$ cat src/rtl/mul_rr_scheduler.sv
// mul_rr_scheduler: one iterative shift-add multiplier shared by two requesters under round-robin arbitration.
// Define MUL_RR_SIGNED_EN for two's-complement operands and product; the default build is unsigned.
module mul_rr_scheduler #(
    parameter int WIDTH = 8
) (
    input  logic               CLK,
    input  logic               reset,
    input  logic               req0,
    input  logic [WIDTH-1:0]   a0,
    input  logic [WIDTH-1:0]   b0,
    input  logic               req1,
    input  logic [WIDTH-1:0]   a1,
    input  logic [WIDTH-1:0]   b1,
    output logic               gnt0,
    output logic               gnt1,
    output logic               busy,
    output logic [2*WIDTH-1:0] out,
    output logic               out_valid,
    output logic               out_id
);
    localparam int PW = 2 * WIDTH;
    localparam int CW = (WIDTH > 1) ? $clog2(WIDTH) : 1;
    localparam logic [CW-1:0] CNT_LAST = CW'(WIDTH - 1);

`ifdef MUL_RR_SIGNED_EN
    localparam bit SIGNED_EN = 1'b1;
`else
    localparam bit SIGNED_EN = 1'b0;
`endif

    typedef enum logic [1:0] {S_IDLE, S_RUN, S_DONE} state_t;

    state_t            state_q;
    logic              gnt0_q;
    logic              gnt1_q;
    logic              busy_q;
    logic              out_valid_q;
    logic              out_id_q;
    logic              last_id_q;
    logic              job_id_q;
    logic [PW-1:0]     out_q;
    logic [CW-1:0]     cnt_q;

    logic [PW-1:0]     mcand_q;
    logic [PW-1:0]     mcand_d;
    logic [PW-1:0]     acc_q;
    logic [PW-1:0]     acc_d;
    logic [WIDTH-1:0]  mplier_q;
    logic [WIDTH-1:0]  mplier_d;

    logic              any_req;
    logic              win_id;
    logic [WIDTH-1:0]  sel_a;
    logic [WIDTH-1:0]  sel_b;
    logic              last_iter;

    // The multiplicand is kept pre-shifted, so each iteration adds it in place.
    function automatic logic [PW-1:0] extend(input logic [WIDTH-1:0] v);
        return {{WIDTH{SIGNED_EN & v[WIDTH-1]}}, v};
    endfunction

    always_comb begin
        any_req   = req0 | req1;
        win_id    = (req0 & req1) ? ~last_id_q : req1;
        sel_a     = win_id ? a1 : a0;
        sel_b     = win_id ? b1 : b0;
        last_iter = (cnt_q == CNT_LAST);
        acc_d     = acc_q;
        if (mplier_q[0]) begin
            // In two's complement the MSB carries negative weight.
            if (SIGNED_EN && last_iter) begin
                acc_d = acc_q - mcand_q;
            end else begin
                acc_d = acc_q + mcand_q;
            end
        end
        mcand_d  = mcand_q << 1;
        mplier_d = mplier_q >> 1;
    end

    always_ff @(posedge CLK) begin
        if (state_q == S_IDLE && any_req) begin
            mcand_q  <= extend(sel_a);
            mplier_q <= sel_b;
            acc_q    <= '0;
        end else if (state_q == S_RUN) begin
            acc_q    <= acc_d;
            mcand_q  <= mcand_d;
            mplier_q <= mplier_d;
        end
    end

    always_ff @(posedge CLK or posedge reset) begin
        if (reset) begin
            state_q     <= S_IDLE;
            gnt0_q      <= 1'b0;
            gnt1_q      <= 1'b0;
            busy_q      <= 1'b0;
            out_q       <= '0;
            out_valid_q <= 1'b0;
            out_id_q    <= 1'b0;
            last_id_q   <= 1'b1;
            job_id_q    <= 1'b0;
            cnt_q       <= '0;
        end else begin
            gnt0_q      <= 1'b0;
            gnt1_q      <= 1'b0;
            out_valid_q <= 1'b0;
            case (state_q)
                S_IDLE: begin
                    if (any_req) begin
                        gnt0_q    <= ~win_id;
                        gnt1_q    <= win_id;
                        last_id_q <= win_id;
                        job_id_q  <= win_id;
                        busy_q    <= 1'b1;
                        cnt_q     <= '0;
                        state_q   <= S_RUN;
                    end
                end
                S_RUN: begin
                    cnt_q <= cnt_q + CW'(1);
                    if (last_iter) begin
                        out_q       <= acc_d;
                        out_id_q    <= job_id_q;
                        out_valid_q <= 1'b1;
                        state_q     <= S_DONE;
                    end
                end
                S_DONE: begin
                    busy_q  <= 1'b0;
                    state_q <= S_IDLE;
                end
                default: begin
                    state_q <= S_IDLE;
                end
            endcase
        end
    end

    assign gnt0      = gnt0_q;
    assign gnt1      = gnt1_q;
    assign busy      = busy_q;
    assign out       = out_q;
    assign out_valid = out_valid_q;
    assign out_id    = out_id_q;

endmodule

$ cat config.mk
export PLATFORM = sky130hd
export DESIGN_NAME = mul_rr_scheduler
export DESIGN_NICKNAME = d
export VERILOG_FILES = /design/src/rtl/mul_rr_scheduler.sv
export SDC_FILE = /design/constraint.sdc
export NUM_CORES = 1
export LEC_CHECK = 0
export BUFFER_PORTS_ARGS = -buffer_cell sky130_fd_sc_hd__buf_2
export CAP_MARGIN = 10
export CORE_ASPECT_RATIO = 0.7
export CORE_MARGIN = 2
export CORE_UTILIZATION = 35
export CTS_CLUSTER_SIZE = 12
export DETAILED_ROUTE_END_ITERATION = 8
export PLACE_DENSITY = 0.61
export SLEW_MARGIN = 20
export SYNTH_ARGS = -nofsm -noshare
export SYNTH_HDL_FRONTEND = slang
export SYNTH_SLANG_ARGS = --single-unit
$ cat constraint.sdc
create_clock -name CLK -period 4.3 [get_ports CLK]
set_input_delay 0.215 -clock CLK [delete_from_list [all_inputs] [get_ports CLK]]
set_output_delay 0.215 -clock CLK [all_outputs]
set_load 0.02 [all_outputs]
Yosys cells after proc, flatten, opt, wreduce, memory -nomap -nowiden
Index checks and enable logic that the tools add are counted.
- bits of input ports: 36
- logic and storage cells: 56
- flip-flop bits (word level): 68
- output and inout port bits: 21
- muxes and demuxes: 21
- equality and inequality tests: 5
- $add $sub $neg: 2
- bitwise operators: 4
- reductions and logical operators: 10
- operators by type and width (operator ; count):
    two-way mux 8 bit ; 6
    adder 16 bit ; 1
    two-way mux 16 bit ; 1
    AND reduction 2 bit ; 5
    two-way mux 1 bit ; 8
    one-hot mux 3 bit (2 select lines) ; 1
    nonzero test 2 bit ; 3
    two-way mux 2 bit ; 2
    inequality test 2 bit, second input constant ; 2
    one-hot mux 2 bit (2 select lines) ; 1
    adder 3 x 1 -> 3 bit, second input constant ; 1
    == test 3 bit, second input constant ; 1
    two-way mux 3 bit ; 1
    == test 2 x 1 -> 1 bit, second input constant ; 1
    == test 2 bit, second input constant ; 1
    logical NOT 2 bit ; 1
    inverter 1 bit ; 2
    one-hot mux 1 bit (2 select lines) ; 1
    AND 1 bit ; 1
    logical AND 1 bit ; 1
    bitwise OR 1 bit ; 1

Logic depth before layout (Yosys ltp)
- depth after elaboration: 5
- depth in mapped cells: 9
- depth with buffers taken out: 9

Worst setup path before layout
Ideal clock, no wire load.
- path kind: reg-to-reg
- start: register mcand_q[0]
- end: register out_q[14] (netlist: out[14])
- period minus slack after synthesis: 2322 ps
- data required time: 4223 ps
- library setup time: 77 ps
- path slack: 1978 ps
- arrival time: 2244 ps
- stages on the path, launching flop included: 10
- buffers on the path: 0
- cell sequence: edfxtp_1 ha_1 fa_1 a21o_1 a221oi_2 o21ai_2 a311oi_2 xnor2_1 nand2_1 a21oi_1
- cells in the longest elaborated chain, start to end: 2
- RTL lines (element ; line ; RTL):
    start, declared ; 44 ; logic [PW-1:0] mcand_q;
    start signal, assigned ; 83 ; mcand_q <= extend(sel_a);
    start signal, assigned ; 88 ; mcand_q <= mcand_d;
    adder 16 bit ; 74 ; acc_d = acc_q + mcand_q;
    two-way mux 16 bit ; 69 ; if (mplier_q[0]) begin
    end signal, assigned ; 99 ; out_q <= '0;
    end signal, assigned ; 124 ; out_q <= acc_d;
    end, declared ; 41 ; logic [PW-1:0] out_q;
No other way between the ends.
A chain may end at the register's enable or synchronous reset.

Final worst setup path
- start: register mplier_q[0]
- end: register acc_q[0]
- cells in the longest elaborated chain, start to end: 1
- RTL lines (element ; line ; RTL):
    start, declared ; 48 ; logic [WIDTH-1:0] mplier_q;
    start signal, assigned ; 84 ; mplier_q <= sel_b;
    start signal, assigned ; 89 ; mplier_q <= mplier_d;
    two-way mux 16 bit ; 69 ;
    end signal, assigned ; 85 ; acc_q <= '0;
    end signal, assigned ; 87 ; acc_q <= acc_d;
    end, declared ; 46 ; logic [PW-1:0] acc_q;
No other way between the ends.

==> metrics.md <==
| Metric | Value |
|---|---|
| Synth area leaders | dfrtp_1 (20%), dfxtp_1 (14%), edfxtp_1 (14%) |
| Initial drt markers | 230 |
| Setup_tns | 0 ps |
| Initial Util | a little over a third |
| Tcrit/Tclk final | 63.1% |
| Power share of the combinational group | 47.2% |
| Synth Instances | 356 |
| Die area | 10600 µm² |
| RSZ-0062 raised after global routing | no |
| Startpoint Class | register |
| Synth top area share | ~20% |
| Main synth FF type | dfrtp_1 |
| Crit path max fanout | 18 |
| Peak supply drop | 0.264 mV |
| Most common cell in the synthesized netlist | nand2_1 |
| Avg WL per Cell | 14.6 µm |
| WP data required | around 4500 ps |
| Yosys warnings | 0 |
| WHS | 195 ps |
| Clock transition at path regs | 50 ps |
| Routed vias/inst | 4.96 |
| Number of H-tree levels | 3 |
| Sw Share | a little over 40% |
| Vias post-DR | 2701 |
| Worst setup EP type | register |
| Clk root buf | clkbuf_16 |
| Core area | about 9600 µm² |
| Min Tclk post-route | 2710 ps |
| Share of synthesized registers carrying an async set or reset | 41.2% |
| First-pass GRT wire length | about 13 mm |
| Placed Cells | 528 |
| WP data arrival | 2930 ps |
| Critical path type | register to register |
| NumNets Final | 466 |
| TritonCTS Sinks | slightly below 70 |
| Top cells by count, synth | nand2_1 (68), o21ai_0 (43), dfrtp_1 (27) |
| GRT Residual Overflow | 0 |
| Clk buf depth | 2 |
| Clock power frac | 19.9% |
| Final Hold Violating Endpoints | 0 |
| Layout cells sized above 1 | between 10% and 20% |
| Initial antenna violation count | 0 |
| Die width | 122 µm |
| Hold Crit Depth | 3 |
| Num CTS Buffers | 9 |
| Post-synth top area cell | dfrtp_1 |
| Syn Nets | 410 |
| P_int | 2.16 mW |
| Status | complete, no violations |
| I/O pin count | 57 |
| Vias in the first global route | between 2000 and 3000 |
| Post-route insts no fill | 545 |
| Mean area per synthesized cell | 9.64 µm² |
| Post-synth EDFFs | 16 |
| Antenna-violating nets left | 0 |
| Setup violators final | 0 |
| Fin. max-slew vios | 0 |
| Row Count | 30 |
| Seq pwr share | 32.9% |
| Post-detailed-routing wire length | 7.97 mm |
| Die height | 86.9 µm |
| Switch Pwr | 1.53 mW |
| Diode count | 0 |
| Reg2Reg Depth | 5 |
| Internal reg-to-reg setup slack | 1590 ps |
| Setup Skew | between 3 and 4 ps |
| Initial DRT Pass Iterations | 4 |
| Routability cong. | 0.875 |
| GRT Total Usage | 16.7% |
| Largest net degree at the start of global routing | 36 |
| Power density cells | 885 nW/µm² |
| Fmax | 0.369 GHz |
| Port Buffers | 56 |
| Synth Cell Area | around 3400 µm² |
| Slew @ Worst Pin | 1020 ps |
| DRC Markers | 0 |
| Distinct cells, synth | 46 |
| Post-synthesis sequential area ratio | a little under 50% |
| Post-CTS Setup Inserts | 0 |
| Design Power | 3.68 mW |
| Max_slew headroom | 31.7% |
| Area grow syn2layout | 21.2% |
| CTS tree | done |
| Worst min path class | input port to register |
| Dpl hpwl | just under 6 mm |
| Clock latency on the worst-skew pair | 330 ps |
| Max-cap viol count | 0 |
| Register bit total from synthesis | 68 |
| Leak Pwr | 1.98 nW |
## sequential cells by signal (all words and copies together), names as in the netlist
name,count
acc_q,16
mcand_q,16
out,16
mplier_q,8
cnt_q,3
state_q,2
busy,1
gnt0,1
gnt1,1
job_id_q,1
last_id_q,1
out_id,1
out_valid,1
## worst paths after layout
path / startpoint / end
max in group asynchronous: reset / gnt1
setup reg to reg: mplier_q[0] / acc_q[0]
hold / removal: b0[7] / mplier_q[7]
min in group asynchronous: reset / out_valid
setup / recovery: mplier_q[0] / acc_q[0]
hold reg to reg: mcand_q[9] / mcand_q[10]
## logic make-up (layout without fill, tap and decap cells)
family,after synthesis,after routing,share of synthesized area (%)
buffers and inverters,23,84,2.62
AND/OR/NAND/NOR,110,110,13.3
flip-flops,68,68,48.4
multiplexers,25,25,7.29
XOR/XNOR,14,14,3.57
adder cells (fa/ha/maj),18,18,6.78
AO/OA/AOI/OAI,98,98,18.0
## final cells by class
cell class	instances	area, µm²
fillers	947	5450
multi-input cells	265	1700
flip-flops and latches	68	1660
repair buffers	61	320
clock buffers	15	268
well taps	128	160
clock inverters	1	30.0
inverters	7	26.3
## layout by cell type (no fill, tap or decap), types with 2 or more instances in the layout
cell / Yosys / final
nand3_1: 12 / 12
o21ai_2: 1 / 2
xor2_1: 7 / 7
buf_4: 0 / 4
xnor2_1: 7 / 7
clkbuf_16: 0 / 9
dfxtp_1: 24 / 24
a21o_1: 7 / 7
ha_1: 17 / 17
a211oi_1: 2 / 2
dfrtp_1: 27 / 27
clkbuf_8: 0 / 2
o211ai_1: 2 / 2
a22o_1: 10 / 10
buf_2: 3 / 56
o21a_1: 2 / 2
a21oi_1: 20 / 20
mux2i_1: 25 / 25
nor2_1: 19 / 19
clkbuf_1: 10 / 4
inv_1: 6 / 5
nand2_1: 68 / 68
nor2b_1: 2 / 2
edfxtp_1: 16 / 16
o21ai_0: 43 / 42
## critical path, cell delays in order (launching register included)
cell and delay (ps):
edfxtp_1 320, buf_4 270, clkinv_1 370, nor2_1 850
nor2_1 480, a22o_1 300
## routing by layer
layer / GRT usage, % / vias to the layer above / share of wire [%]
li1: - / 1375 / -
met1: 25.2 / 1229 / 52
met2: 21.7 / 91 / 37
met3: 5.63 / 6 / 9.5
met4: 5.64 / 0 / 0.69
met5: 0 / - / 0
## per-stage QoR
| step | worst slack (ps) | instance area (µm²) | utilization (%) |
|---|---|---|---|
| 2_1_floorplan | 1980 | 3430 | - |
| 3_5_place_dp | 1700 | 3850 | 40.0 |
| 3_3_place_gp | 1630 | 3850 | 40.0 |
| 4_1_cts | 1650 | 4160 | 43.2 |
| 6_report | 1590 | 4160 | 43.3 |
| 5_1_grt | 1460 | 4160 | 43.3 |
## power by group through the flow
stage / combinational, mW / sequential [mW] / clock, mW
after floorplan: 1.21 / 1.26 / 0
after global placement: 1.70 / 1.21 / 0
after detailed placement: 1.73 / 1.22 / 0
after CTS: 1.74 / 1.21 / 0.754
after global routing: 1.97 / 1.25 / 0.788
final: 1.74 / 1.21 / 0.733
## timing repair
item,CTS,global route
endpoints found under the hold margin,27,0
gates resized for setup,0,0
hold buffers,1,0
(Power assumes the default switching activity.)
